===== config.mk =====
export PLATFORM = sky130hd
export DESIGN_NAME = mem_access_ctrl
export DESIGN_NICKNAME = d
export VERILOG_FILES = /design/src/rtl/mem_access_ctrl.sv
export SDC_FILE = /design/constraint.sdc
export NUM_CORES = 1
export LEC_CHECK = 0
export BUFFER_PORTS_ARGS = -buffer_cell sky130_fd_sc_hd__buf_2
export CORE_ASPECT_RATIO = 1.4
export CORE_MARGIN = 2
export CORE_UTILIZATION = 53
export DETAILED_ROUTE_END_ITERATION = 8
export PLACE_DENSITY = 0.92
export SYNTH_ARGS = -nofsm -noshare
export SYNTH_HDL_FRONTEND = slang
export SYNTH_SLANG_ARGS = --single-unit
export TNS_END_PERCENT = 5

===== constraint.sdc =====
create_clock -name clk -period 6.2 [get_ports clk]
set_input_delay 0.62 -clock clk [delete_from_list [all_inputs] [get_ports clk]]
set_output_delay 0.62 -clock clk [all_outputs]
set_load 0.03 [all_outputs]

===== src/rtl/mem_access_ctrl.sv =====
// -----------------------------------------------------------------------------
// mem_access_ctrl
//
// MEM-stage data-memory controller. Takes the EX/MEM pipeline register outputs,
// runs one request/ready transaction per load or store, places store bytes on
// the correct lanes, and sign/zero-extends load data. MemStall holds EX/MEM and
// the earlier stages until the access reaches DONE.
//
// Optional feature: define DMEM_TIMEOUT_EN to bound the ready wait to
// TIMEOUT_CYCLES REQ cycles. An expired wait ends the access with a one-cycle
// MemBusError pulse and a zero load result. Without the macro there is no
// counter, REQ waits indefinitely and MemBusError is tied low.
//
// Ports
//   clk, rst_n           pipeline clock (rising edge), async active-low reset
//   EXMEMALUResult       byte address of the access
//   EXMEMMemWriteData    right-justified store data
//   EXMEMMemRead/RBits   load request / load type (lw, lh, lhu, lb, lbu)
//   EXMEMMemWrite/WrBits store request / store width (word, half, byte)
//   ExtStall             another stall source is holding EX/MEM
//   dmem_*               data-memory bus (req/we/addr/wdata/be out, rdata/ready in)
//   MemStall             hold EX/MEM and earlier pipeline registers
//   MemReadData          registered, extended load result
//   MemMisalign          one-cycle misaligned-access pulse
//   MemBusError          one-cycle timeout pulse
// -----------------------------------------------------------------------------
module mem_access_ctrl #(
   parameter int unsigned TIMEOUT_CYCLES = 255
) (
   input  logic        clk,
   input  logic        rst_n,
   input  logic [31:0] EXMEMALUResult,
   input  logic [31:0] EXMEMMemWriteData,
   input  logic        EXMEMMemRead,
   input  logic [2:0]  EXMEMMemRBits,
   input  logic        EXMEMMemWrite,
   input  logic [1:0]  EXMEMMemWrBits,
   input  logic        ExtStall,
   output logic        dmem_req,
   output logic        dmem_we,
   output logic [31:0] dmem_addr,
   output logic [31:0] dmem_wdata,
   output logic [3:0]  dmem_be,
   input  logic [31:0] dmem_rdata,
   input  logic        dmem_ready,
   output logic        MemStall,
   output logic [31:0] MemReadData,
   output logic        MemMisalign,
   output logic        MemBusError
);

   typedef enum logic [1:0] {IDLE, REQ, DONE} state_t;
   typedef enum logic [1:0] {SZ_BYTE, SZ_HALF, SZ_WORD} size_t;

   // Load-type codes; anything else behaves as lw.
   localparam logic [2:0] LD_LH  = 3'b001;
   localparam logic [2:0] LD_LHU = 3'b010;
   localparam logic [2:0] LD_LB  = 3'b011;
   localparam logic [2:0] LD_LBU = 3'b100;

   state_t      state_q, state_d;
   logic        dmem_req_q, dmem_req_d;
   logic        dmem_we_q, dmem_we_d;
   logic [31:0] dmem_addr_q, dmem_addr_d;
   logic [31:0] dmem_wdata_q, dmem_wdata_d;
   logic [3:0]  dmem_be_q, dmem_be_d;
   logic [1:0]  lane_q, lane_d;          // addr[1:0] of the access in flight
   logic [2:0]  ld_type_q, ld_type_d;    // load type of the access in flight
   logic [31:0] read_data_q, read_data_d;
   logic        misalign_q, misalign_d;

`ifdef DMEM_TIMEOUT_EN
   localparam int unsigned CNT_W = ($clog2(TIMEOUT_CYCLES + 1) > 8) ?
                                   $clog2(TIMEOUT_CYCLES + 1) : 8;
   // Last count value before the limit: a REQ cycle that starts here and sees
   // no ready is the final one allowed.
   localparam logic [CNT_W-1:0] CNT_LAST = CNT_W'(TIMEOUT_CYCLES - 1);

   logic [CNT_W-1:0] cnt_q, cnt_d;
   logic             bus_err_q, bus_err_d;
`endif

   // ---------------------------------------------------------------------------
   // Access decode
   // ---------------------------------------------------------------------------
   logic  pending;
   logic  is_store;
   size_t acc_size;
   logic  misaligned;
   logic [3:0]  store_be;
   logic [31:0] store_wdata;

   assign pending  = EXMEMMemRead | EXMEMMemWrite;
   assign is_store = EXMEMMemWrite;   // a store wins when both are set

   always_comb begin
      // NOTE: every signal assigned in always_comb gets a default first so no
      // path leaves it unassigned, which would infer a latch.
      acc_size = SZ_WORD;
      if (is_store) begin
         unique case (EXMEMMemWrBits)
            2'b01:   acc_size = SZ_HALF;
            2'b10:   acc_size = SZ_BYTE;
            default: acc_size = SZ_WORD;
         endcase
      end else begin
         unique case (EXMEMMemRBits)
            LD_LH, LD_LHU: acc_size = SZ_HALF;
            LD_LB, LD_LBU: acc_size = SZ_BYTE;
            default:       acc_size = SZ_WORD;
         endcase
      end
   end

   assign misaligned = ((acc_size == SZ_HALF) && EXMEMALUResult[0]) ||
                       ((acc_size == SZ_WORD) && (EXMEMALUResult[1:0] != 2'b00));

   always_comb begin
      store_be    = 4'b1111;
      store_wdata = 32'h0;
      if (is_store) begin
         unique case (acc_size)
            SZ_BYTE: begin
               store_be    = 4'b0001 << EXMEMALUResult[1:0];
               store_wdata = {4{EXMEMMemWriteData[7:0]}};
            end
            SZ_HALF: begin
               store_be    = EXMEMALUResult[1] ? 4'b1100 : 4'b0011;
               store_wdata = {2{EXMEMMemWriteData[15:0]}};
            end
            default: begin
               store_be    = 4'b1111;
               store_wdata = EXMEMMemWriteData;
            end
         endcase
      end
   end

   // Pick the addressed lane out of the read word and extend it.
   function automatic logic [31:0] extend_load(input logic [31:0] rdata,
                                               input logic [1:0]  lane,
                                               input logic [2:0]  ld_type);
      logic [7:0]  b;
      logic [15:0] h;
      b = rdata[{lane, 3'b000} +: 8];
      h = lane[1] ? rdata[31:16] : rdata[15:0];
      unique case (ld_type)
         LD_LH:   return {{16{h[15]}}, h};
         LD_LHU:  return {16'h0, h};
         LD_LB:   return {{24{b[7]}}, b};
         LD_LBU:  return {24'h0, b};
         default: return rdata;
      endcase
   endfunction

   // ---------------------------------------------------------------------------
   // Next-state logic
   // ---------------------------------------------------------------------------
   always_comb begin
      state_d      = state_q;
      dmem_req_d   = dmem_req_q;
      dmem_we_d    = dmem_we_q;
      dmem_addr_d  = dmem_addr_q;
      dmem_wdata_d = dmem_wdata_q;
      dmem_be_d    = dmem_be_q;
      lane_d       = lane_q;
      ld_type_d    = ld_type_q;
      read_data_d  = read_data_q;
      misalign_d   = 1'b0;   // pulses last exactly one DONE cycle
`ifdef DMEM_TIMEOUT_EN
      cnt_d        = cnt_q;
      bus_err_d    = 1'b0;
`endif

      unique case (state_q)
         IDLE: begin
            if (pending) begin
               if (misaligned) begin
                  // Skip the bus entirely and report in the DONE cycle.
                  state_d     = DONE;
                  misalign_d  = 1'b1;
                  read_data_d = 32'h0;
               end else begin
                  state_d      = REQ;
                  dmem_req_d   = 1'b1;
                  dmem_we_d    = is_store;
                  dmem_addr_d  = {EXMEMALUResult[31:2], 2'b00};
                  dmem_be_d    = store_be;
                  dmem_wdata_d = store_wdata;
                  lane_d       = EXMEMALUResult[1:0];
                  ld_type_d    = EXMEMMemRBits;
`ifdef DMEM_TIMEOUT_EN
                  cnt_d        = '0;
`endif
               end
            end
         end

         REQ: begin
            // Ready is checked first so it wins over a same-cycle timeout.
            if (dmem_ready) begin
               state_d    = DONE;
               dmem_req_d = 1'b0;
               if (!dmem_we_q) begin
                  read_data_d = extend_load(dmem_rdata, lane_q, ld_type_q);
               end
            end
`ifdef DMEM_TIMEOUT_EN
            else if (cnt_q == CNT_LAST) begin
               state_d     = DONE;
               dmem_req_d  = 1'b0;
               read_data_d = 32'h0;
               bus_err_d   = 1'b1;
            end else begin
               cnt_d = cnt_q + 1'b1;
            end
`endif
         end

         DONE: begin
            // EX/MEM advances at the end of this cycle unless ExtStall holds it;
            // either way the instruction now in MEM is never re-issued.
            if (!ExtStall) begin
               state_d = IDLE;
            end
         end

         default: state_d = IDLE;
      endcase
   end

   // ---------------------------------------------------------------------------
   // State registers
   // ---------------------------------------------------------------------------
   // NOTE: sequential state uses non-blocking assignments so every flop samples
   // the pre-edge values; asynchronous reset drops an in-flight request at once.
   always_ff @(posedge clk or negedge rst_n) begin
      if (!rst_n) begin
         state_q      <= IDLE;
         dmem_req_q   <= 1'b0;
         dmem_we_q    <= 1'b0;
         dmem_addr_q  <= 32'h0;
         dmem_wdata_q <= 32'h0;
         dmem_be_q    <= 4'h0;
         lane_q       <= 2'b00;
         ld_type_q    <= 3'b000;
         read_data_q  <= 32'h0;
         misalign_q   <= 1'b0;
`ifdef DMEM_TIMEOUT_EN
         cnt_q        <= '0;
         bus_err_q    <= 1'b0;
`endif
      end else begin
         state_q      <= state_d;
         dmem_req_q   <= dmem_req_d;
         dmem_we_q    <= dmem_we_d;
         dmem_addr_q  <= dmem_addr_d;
         dmem_wdata_q <= dmem_wdata_d;
         dmem_be_q    <= dmem_be_d;
         lane_q       <= lane_d;
         ld_type_q    <= ld_type_d;
         read_data_q  <= read_data_d;
         misalign_q   <= misalign_d;
`ifdef DMEM_TIMEOUT_EN
         cnt_q        <= cnt_d;
         bus_err_q    <= bus_err_d;
`endif
      end
   end

   // ---------------------------------------------------------------------------
   // Outputs
   // ---------------------------------------------------------------------------
   assign dmem_req    = dmem_req_q;
   assign dmem_we     = dmem_we_q;
   assign dmem_addr   = dmem_addr_q;
   assign dmem_wdata  = dmem_wdata_q;
   assign dmem_be     = dmem_be_q;
   assign MemReadData = read_data_q;
   assign MemMisalign = misalign_q;

   // Stall is combinational so the access is held in the very cycle it appears.
   assign MemStall = ((state_q == IDLE) && pending) || (state_q == REQ);

`ifdef DMEM_TIMEOUT_EN
   assign MemBusError = bus_err_q;
`else
   assign MemBusError = 1'b0;
`endif

endmodule


==> results of run 1 <==
[state kept, by name, indices dropped and copies added (netlist names)]
signal and count:
dmem_we 1, lane_q 2, MemMisalign 1, dmem_wdata 32
state_q 2, ld_type_q 3, dmem_be 4, dmem_req 1
dmem_addr 30, MemReadData 32
[how the worst min path moves through the flow]
stage / from / end / slack [ns] / cells after the start
global placement: dmem_wdata[26] / dmem_wdata[26] / 0.46 / 2
global route: rst_n / dmem_addr[6] / 0.39 / 1
finish: rst_n / dmem_addr[4] / 0.33 / 1
CTS: rst_n / dmem_be[2] / 0.35 / 1
detailed placement: dmem_wdata[23] / dmem_wdata[23] / 0.47 / 2
floorplan: rst_n / MemMisalign / 0.32 / 0
[power groups by stage]
stage / Combinational, W / Sequential [W] / Clock (W)
final: 0.00205 / 0.00126 / 0.000589
after CTS: 0.00205 / 0.00126 / 0.000600
after global placement: 0.00199 / 0.00125 / 0
after global routing: 0.00217 / 0.00130 / 0.000625
after floorplan: 0.000991 / 0.00174 / 0
after detailed placement: 0.00205 / 0.00126 / 0
[layer usage]
layer	part of all wire, %	vias up
met5	0	-
met1	38	2335
met2	52	246
met4	3.2	0
met3	6.5	37
li1	-	2166
[final cells by class]
type	instances	area (µm²)	area share, %
clock buffers	11	242.7	3.511
clock inverters	5	65.06	0.9410
well taps	138	172.7	2.497
multi-input cells	330	2545	36.81
repair buffers	213	1081	15.64
flip-flops and latches	108	2703	39.09
inverters	28	105.1	1.520
[per-stage QoR]
step           cell area [µm²]  util, %  power (W)  instances  setup slack (ns)
5_1_grt                   6914    67.16   0.004100        833             2.831
6_report                  6914    67.16   0.003895        833             2.986
3_3_place_gp              6606    64.17   0.003241        817             2.719
2_1_floorplan             5552        -   0.002734        500             3.621
4_1_cts                   6914    67.16   0.003905        833             2.992
3_5_place_dp              6606    64.17   0.003308        817             2.619
[Yosys cell counts (all sizes together), types with 3 or more instances]
master    n  share of area [%]
clkbuf   17                1.2
nand3     3               0.27
dfrtp   108                 49
nand2    43                2.9
mux2     50                 12
or2       9                1.0
buf      17                2.5
o22ai     8               0.90
nor2b     3               0.34
nor2     22                1.5
mux2i    42                7.6
o221ai    9                1.4
a31oi     8                1.2
a22o      8                1.3
nand3b    8                1.1
xnor2     3               0.47
o211ai    6               0.81
o31ai     9                1.2
and3      9                1.0
inv      28                1.9
a21oi    17                1.5
o21ai    44                4.0
[kinds of logic (layout without fill, tap and decap cells)]
| logic type | after synthesis | in the layout | share of synthesized area, % |
|---|---|---|---|
| AO/OA/AOI/OAI | 125 | 125 | 15.44 |
| other | 1 | 3 | 0.06764 |
| flip-flops | 108 | 108 | 48.75 |
| adder cells (fa/ha/maj) | 1 | 1 | 0.2256 |
| buffers and inverters | 62 | 257 | 5.506 |
| multiplexers | 92 | 92 | 19.97 |
| XOR/XNOR | 5 | 5 | 0.7900 |
| AND/OR/NAND/NOR | 104 | 104 | 9.253 |
==> run metrics, run 1 <==
layout cells sized above 1=41.58%; vias in the first global route=4846; CP max stage delay=roughly 0.67 ns; Setup TNS=0 ns; initial antenna violation count=0; unrepaired setup endpoints after global routing=no; Worst IR Drop VDD=around 0.28 mV; Worst-path clk slew=0.07 ns; Die ar.=11310 µm²; Nets=798; H-Tree Level Count=3; delay-heaviest family, CP=compound AO/OA/AOI/OAI gates; global route total overflow=0; Top Ports=212; GR Util All Layers=25.70%; max_slew headroom=about 16%; Post-synth EDFFs=0; Fmax achieved=between 0.3 and 0.4 GHz; worst reg2reg path startpoint=state_q[0]; area grow syn2layout=24.71%; internal power=0.002090 W; Die Wd=between 90 and 100 µm; CP Cell Sequence=buf_2 -> nor4_1 -> a221o_1 -> a31oi_4 -> a22oi_4 -> buf_4 -> mux2_1; Worst Hold Slack=0.3344 ns; Vias=4784; Critical Path Start=EXMEMMemRBits[2]; GR Layer Usage met1=between 30% and 40%; Fillers=795; post-CTS resize count=0; Pins Over Slew Limit=0; GRT busiest layer=met2; Clk pwr share=between 10% and 20%; worst min path class=primary input to asynchronous set/reset pin; first-pass GRT wire length=between 20000 and 25000 µm; power share of the combinational group=52.6%; RR Endpoint=MemReadData[4]; GPL Wtd Cong=0.8541; Critical Path AT=3.44 ns; minimum clock period=3.214 ns; Worst Setup EP=MemReadData[4]; Hold Fails Final Rpt=0; Via-to-Cell Ratio=5.743; pwr/cell area=around 560 nW/µm²; crit start category=primary input; actual slew at the worst max-slew pin=about 1.3 ns; Die H=125.0 µm; commonest cells after routing, fill and taps aside=207 x buf_2, 108 x dfrtp_1, 43 x nand2_1; Yosys reg bits=approximately 110; Sink Count=108; Req. time, crit path=between 6 and 7 ns; # hold bufs at CTS=0; Antenna Nets Post-Route=0; Post-synth top flop=dfrtp_1; R2R cell count=5; worst setup path category=primary input to register; post-DP HPWL=about 11000 µm; commonest non-fill, non-tap cell in the layout=buf_2; Residual DRC=0; max capacitance violation total=0; largest net degree at the start of global routing=60; clock latency on the worst-skew pair=between 0.3 and 0.4 ns; clock skew=around 0.008 ns; Max clock buf depth=2; TritonCTS clock tree=built; Detailed Routing Iterations Pass 1=7; Seq pwr share=between 30% and 40%; Iter 0 DRT Violations=approximately 250; Syn Inst Count=498; initial core utilization=53.85%; # rows=44; Avg WL per Cell=17.46 µm; M3 GR Usage=3.193%; LEAKAGE=3.533 nW; CP Max Fanout=17; R2R Setup Slk=approximately 3.3 ns; synthesized cell area=5544 µm²; synth warn=0; met2 Resource Use GR=45.07%; Core ar.=10290 µm²; Critical path buffers and inverters=2; Avg Cell Area, Syn=11.13 µm²; # diodes=0; register area share after synthesis=48.75%; final setup fails=0; CTS Buf Count=9; Net Sw Frac=46.36%; sw power=0.001806 W; # Post-CTS Setup Buffers=0; Detailed Route WL=14540 µm; CTS root buffer=clkbuf_16; Port-buffer cells=between 200 and 250; Max stage delay cell, worst path=a22oi_4; Tcrit/Tclk final=51.84%; Synth async-reset ratio=100.0%; status=completed; Synth cell types=53; total stage count of the critical path=7; crit end category=register
No activity file was read; power rests on OpenSTA's default activity.
==> run 2: changes to the inputs <==
--- a/config.mk
+++ b/config.mk
@@ -5,12 +5,13 @@
 export SDC_FILE = /design/constraint.sdc
 export NUM_CORES = 1
 export LEC_CHECK = 0
+export ABC_AREA = 1
 export BUFFER_PORTS_ARGS = -buffer_cell sky130_fd_sc_hd__buf_2
 export CORE_ASPECT_RATIO = 1.4
 export CORE_MARGIN = 2
-export CORE_UTILIZATION = 53
+export CORE_UTILIZATION = 45
 export DETAILED_ROUTE_END_ITERATION = 8
-export PLACE_DENSITY = 0.92
+export PLACE_DENSITY = 0.83
 export SYNTH_ARGS = -nofsm -noshare
 export SYNTH_HDL_FRONTEND = slang
 export SYNTH_SLANG_ARGS = --single-unit
==> constraint.sdc (replaced) <==
create_clock -name clk -period 2.78 [get_ports clk]
set_input_delay 0.278 -clock clk [delete_from_list [all_inputs] [get_ports clk]]
set_output_delay 0.278 -clock clk [all_outputs]
set_load 0.03 [all_outputs]
==> run metrics, run 2 <==
Die H=136.8 µm (+9.4%); commonest non-fill, non-tap cell in the layout=nand2_1; pwr/cell area=1265 nW/µm² (+120%); Vias=5904 (+23%); Worst Hold Slack=0.1095 ns (-0.2249 ns); GR Util All Layers=24.02% (-1.7 points); post-CTS resize count=0 (unchanged); Pins Over Slew Limit=0 (unchanged); Max stage delay cell, worst path=dfrtp_1; Synth async-reset ratio=100.0% (unchanged); unrepaired setup endpoints after global routing=no; initial antenna violation count=0 (unchanged); delay-heaviest family, CP=simple AND/OR/NAND/NOR gates; largest net degree at the start of global routing=61 (+1.7%); TritonCTS clock tree=built; register area share after synthesis=47.69% (-1.1 points); # diodes=0 (unchanged); LEAKAGE=4.221 nW (+19%); Core ar.=12310 µm² (+20%); commonest cells after routing, fill and taps aside=376 x nand2_1, 207 x buf_2, 108 x dfrtp_1; worst setup path category=register to register; CTS Buf Count=9 (unchanged); post-DP HPWL=12020 µm (+9.5%); area grow syn2layout=25.83%; synthesized cell area=5667 µm² (+2.2%); worst min path class=primary input to register; Top Ports=212 (unchanged); Worst IR Drop VDD=0.6573 mV (+140%); crit start category=register; initial core utilization=46.03% (-7.8 points); cell with the most instances after synthesis=nand2_1; Via-to-Cell Ratio=5.098 (-11%); Post-synth EDFFs=0 (unchanged); Port-buffer cells=208 (unchanged); Antenna Nets Post-Route=0 (unchanged); Yosys top cell area share=47.69% (-1.1 points); DP Worst Slack=0.5013 ns (-2.118 ns); Critical Path AT=2.35 ns (-1.09 ns); Hold Fails Final Rpt=0 (unchanged); global route total overflow=0 (unchanged); Detailed Routing Iterations Pass 1=5 (-2); metal1 wirelength=6261 µm (+14%); # Post-CTS Setup Buffers=0 (unchanged); largest cells by area after synthesis=dfrtp_1 48%, nand2_1 25%, nor2_1 6.1%; worst reg2reg path startpoint=ld_type_q[2]; Sink Count=108 (unchanged); actual slew at the worst max-slew pin=0.6619 ns (-0.5982 ns); CP max stage delay=0.40 ns (-0.27 ns); top layer reached by signal wires=met4; Setup TNS=0 ns (unchanged); layout cells sized above 1=25.40% (-16 points); # hold bufs at CTS=1 (+1); Tcrit/Tclk final=75.78%; Fmax achieved=0.4747 GHz; Worst-path clk slew=0.08 ns (about the same); Critical path buffers and inverters=1 (-1); post-synth top area cell=dfrtp_1; Avg Cell Area, Syn=7.013 µm² (-37%); Nets=1111 (+39%); CP Cell Sequence=inv_1 -> nor3_2 -> nor2_1 -> nand2_2 -> nand3_1 -> nand2_2 -> nor2_1 -> nand3_1 -> nand2_1; fin util=57.92% (-9.2 points); GPL Wtd Cong=0.9008 (+5.5%); Yosys reg bits=108 (unchanged); clock skew=0.007104 ns (-0.0007947 ns); clock latency on the worst-skew pair=0.36 ns (+0.02 ns); Avg WL per Cell=14.10 µm (-19%); Post-synth top flop=dfrtp_1; H-Tree Level Count=3 (unchanged); total design power=0.009023 W (+130%); vias in the first global route=5514 (+14%); worst setup slack after layout=0.6733 ns (-2.313 ns); DR WL met3=1393 µm (+47%); Detailed Route WL=16320 µm (+12%); CP Max Fanout=21 (+4); Fillers=1206 (+52%); max capacitance violation total=0 (unchanged); synth warn=0 (unchanged); Die ar.=13520 µm² (+20%); CTS root buffer=clkbuf_16; first-pass GRT wire length=25940 µm (+11%); hold_sp=EXMEMALUResult[10]; Synth cell types=24 (-55%); final setup fails=0 (unchanged); Syn Inst Count=808 (+62%); # rows=48 (+9.1%); Iter 0 DRT Violations=286 (+16%); minimum clock period=2.107 ns; max_slew headroom=55.88% (+40 points); Synth top cells by count=376 x nand2_1, 108 x dfrtp_1, 92 x nor2_1; Max clock buf depth=2 (unchanged); Met2 Routed Length=7915 µm (+4.0%); status=completed; Die Wd=98.84 µm (+9.3%); crit end category=register; Req. time, crit path=3.02 ns (-3.41 ns); Critical Path Start=ld_type_q[2]; Residual DRC=0 (unchanged)
run 2: cell count changes after synthesis, sizes merged, moves of 10 or more:
cell,change
mux2,-50
nand3,+46
mux2i,-42
clkbuf,-10
buf,+15
nand2,+339
o21ai,+21
nor2,+74
inv,+11
run 2: path summary, 6_finish.rpt:
| path | end | slack, ns | cells after the start |
|---|---|---|---|
| setup / recovery | MemReadData[21] | 0.67 | 9 |
| hold / removal | dmem_addr[10] | 0.11 | 3 |
| setup reg to reg | MemReadData[21] | 0.67 | 9 |
| hold reg to reg | dmem_wdata[18] | 0.47 | 2 |
| max in group asynchronous | dmem_req | 1.56 | 3 |
| min in group asynchronous | MemReadData[25] | 0.48 | 2 |
run 2: stage by stage:
step | instances | instance area [µm²]
floorplan | 810 | 5674
global placement | 1141 | 6803
detailed placement | 1141 | 6803
CTS | 1158 | 7131
global route | 1158 | 7131
finish | 1158 | 7131
run 2: cells by family (layout without fill, tap and decap cells):
family                     Yosys count  in the layout  share of synthesized area, %
adders and majority gates            1              1                        0.2208
buffers and inverters               78            276                         6.205
other                                1              3                       0.06618
AOI/OAI and AO/OA                   90             90                         8.147
DFF                                108            108                         47.69
and+or+nand+nor                    530            530                         37.67
run 2: report_power, final:
group	leakage (nW)	switching, W	internal [W]
logic	2.67	0.00362	0.00136
clock network	0.155	0.000639	0.000723
registers	1.40	0.000397	0.00228
run 2: cell type report:
type                       count  area, µm²  share of cell area (%)
timing repair buffer         221       1156                   16.21
tap                          150      187.7                   2.632
clock inverter                 7      92.59                   1.298
sequential                   108       2703                   37.90
multi-input combinational    624       2620                   36.74
clock buffer                   9      225.2                   3.158
inverter                      39      146.4                   2.053
run 2: per-layer routing:
| layer | GRT usage, % | vias to the layer above |
|---|---|---|
| li1 | - | 2906 |
| met1 | 28.84 | 2646 |
| met2 | 40.54 | 296 |
| met3 | 4.750 | 56 |
| met4 | 12.94 | 0 |
| met5 | 0 | - |
run 2: tightest hold or removal path, stage by stage:
cell and delay (ns):
buf_2 0.07, nand2_1 0.04, nand2_1 0.04
==> run 3: changes to the inputs <==
==> constraint.sdc (replaced) <==
create_clock -name clk -period 1.9 [get_ports clk]
set_input_delay 0.19 -clock clk [delete_from_list [all_inputs] [get_ports clk]]
set_output_delay 0.19 -clock clk [all_outputs]
set_load 0.03 [all_outputs]
==> run metrics, run 3 (synthesized netlist as in run 2, its figures left out) <==
Fillers=1156 (-4.1%); Fmax achieved=0.6055 GHz (+28%); largest net degree at the start of global routing=109 (+79%); Critical Path AT=1.94 ns (-0.41 ns); post-DP HPWL=12110 µm (+0.68%); # Post-CTS Setup Buffers=0 (unchanged); R2R cell count=10 (+1); Detailed Routing Iterations Pass 1=5 (unchanged); final setup fails=0 (unchanged); LEAKAGE=4.283 nW (+1.5%); pwr/cell area=1841 nW/µm² (+45%); GR Util All Layers=24.05% (about the same); CP Max Fanout=14 (-33%); status=completed; Worst-path clk slew=0.08 ns (about the same); Tcrit/Tclk final=86.93% (+11 points); Iter 0 DRT Violations=233 (-19%); GRT busiest layer=met2; minimum clock period=1.652 ns (-0.4551 ns); Port-buffer cells=208 (unchanged); max capacitance violation total=0 (unchanged); worst min path class=primary input to register; Req. time, crit path=2.19 ns (-0.83 ns); initial antenna violation count=0 (unchanged); Antenna Nets Post-Route=0 (unchanged); Via-to-Cell Ratio=5.032 (-1.3%); clock skew=0.01048 ns (+0.003379 ns); commonest non-fill, non-tap cell in the layout=nand2_1; Pins Over Slew Limit=0 (unchanged); crit end category=register; Detailed Route WL=16380 µm (+0.37%); Core ar.=12310 µm² (unchanged); Die Wd=98.84 µm (unchanged); area grow syn2layout=27.86%; first-pass GRT wire length=26360 µm (+1.6%); unrepaired setup endpoints after global routing=no; max_slew headroom=58.52% (+2.6 points); CTS Buf Count=9 (unchanged); Nets=1121 (+0.90%); Avg WL per Cell=14.03 µm (-0.49%); TritonCTS clock tree=built; hold path cells=3 (unchanged); Worst IR Drop VDD=1.064 mV (+62%); GPL Wtd Cong=0.8982 (-0.29%); CTS root buffer=clkbuf_16; Residual DRC=0 (unchanged); H-Tree Level Count=3 (unchanged); Die H=136.8 µm (unchanged); Vias=5877 (-0.46%); commonest cells after routing, fill and taps aside=376 x nand2_1, 207 x buf_2, 108 x dfrtp_1; Sink Count=108 (unchanged); Die ar.=13520 µm² (unchanged); GR Layer Usage met1=28.92% (+0.084 points); M3 GR Usage=5.260% (+0.51 points); clock latency on the worst-skew pair=0.34 ns (-0.02 ns); # diodes=0 (unchanged); actual slew at the worst max-slew pin=0.6222 ns (-0.03964 ns); # rows=48 (unchanged); vias in the first global route=5615 (+1.8%); Max clock buf depth=2 (unchanged); crit start category=register; layout cells sized above 1=26.13% (+0.73 points); initial core utilization=46.03% (unchanged); Top Ports=212 (unchanged); Setup TNS=0 ns (unchanged); total design power=0.01334 W (+48%); worst setup path category=register to register; met2 Resource Use GR=41.10% (+0.56 points); Hold Fails Final Rpt=0 (unchanged); global route total overflow=0 (unchanged)
run 3: metal layers:
metal	routed length [µm]	share of wire, %
met5	0	0
met4	565	3.4
met2	8210	50
met3	1337	8.2
met1	6270	38
run 3: what timing repair did:
action                                  CTS  global route
hold buffers                              1             0
endpoints found under the hold margin   108             0
gates resized for setup                   0             1
endpoints found under the setup margin    0             3
run 3: final timing paths:
check | end | slack [ns] | from
max | MemReadData[11] | 0.25 | ld_type_q[2]
min | dmem_addr[11] | 0.03 | EXMEMALUResult[11]
max reg2reg | MemReadData[11] | 0.25 | ld_type_q[2]
min reg2reg | dmem_wdata[2] | 0.47 | dmem_wdata[2]
max in group asynchronous | dmem_wdata[2] | 0.97 | rst_n
min in group asynchronous | MemReadData[30] | 0.42 | rst_n
run 3: power by group:
group / switching [W] / internal (W)
logic: 0.00533 / 0.00218
registers: 0.000606 / 0.00333
clock network: 0.000950 / 0.000935
run 3: stage by stage:
| stage | worst slack [ns] | utilization, % | hold slack (ns) | instances | cell area, µm² |
|---|---|---|---|---|---|
| global placement | 0.1969 | 56.27 | 0.3132 | 1151 | 6928 |
| global route | 0.01671 | 58.85 | 0.02136 | 1168 | 7246 |
| detailed placement | 0.1614 | 56.27 | 0.3136 | 1151 | 6928 |
| CTS | 0.1785 | 58.81 | 0.01902 | 1168 | 7241 |
| finish | 0.2483 | 58.85 | 0.02888 | 1168 | 7246 |
| floorplan | 0.3162 | - | -0.1056 | 810 | 5674 |
run 3: area by class of cell:
cell class / instances / area, µm² / share of cell area [%]
inverters: 39 / 146.4 / 2.020
flip-flops and latches: 108 / 2703 / 37.30
clock inverters: 7 / 77.57 / 1.071
repair buffers: 231 / 1281 / 17.68
well taps: 150 / 187.7 / 2.590
clock buffers: 9 / 225.2 / 3.108
multi-input cells: 624 / 2625 / 36.23
run 3: critical path, stage by stage (launching register included):
cell,delay [ns]
dfrtp_1,0.40
inv_1,0.11
nand3_1,0.10
nand2_1,0.12
inv_2,0.09
nand2_2,0.18
buf_4,0.23
o21ai_0,0.09
nor2_1,0.12
nand3_1,0.09
nand2_1,0.07
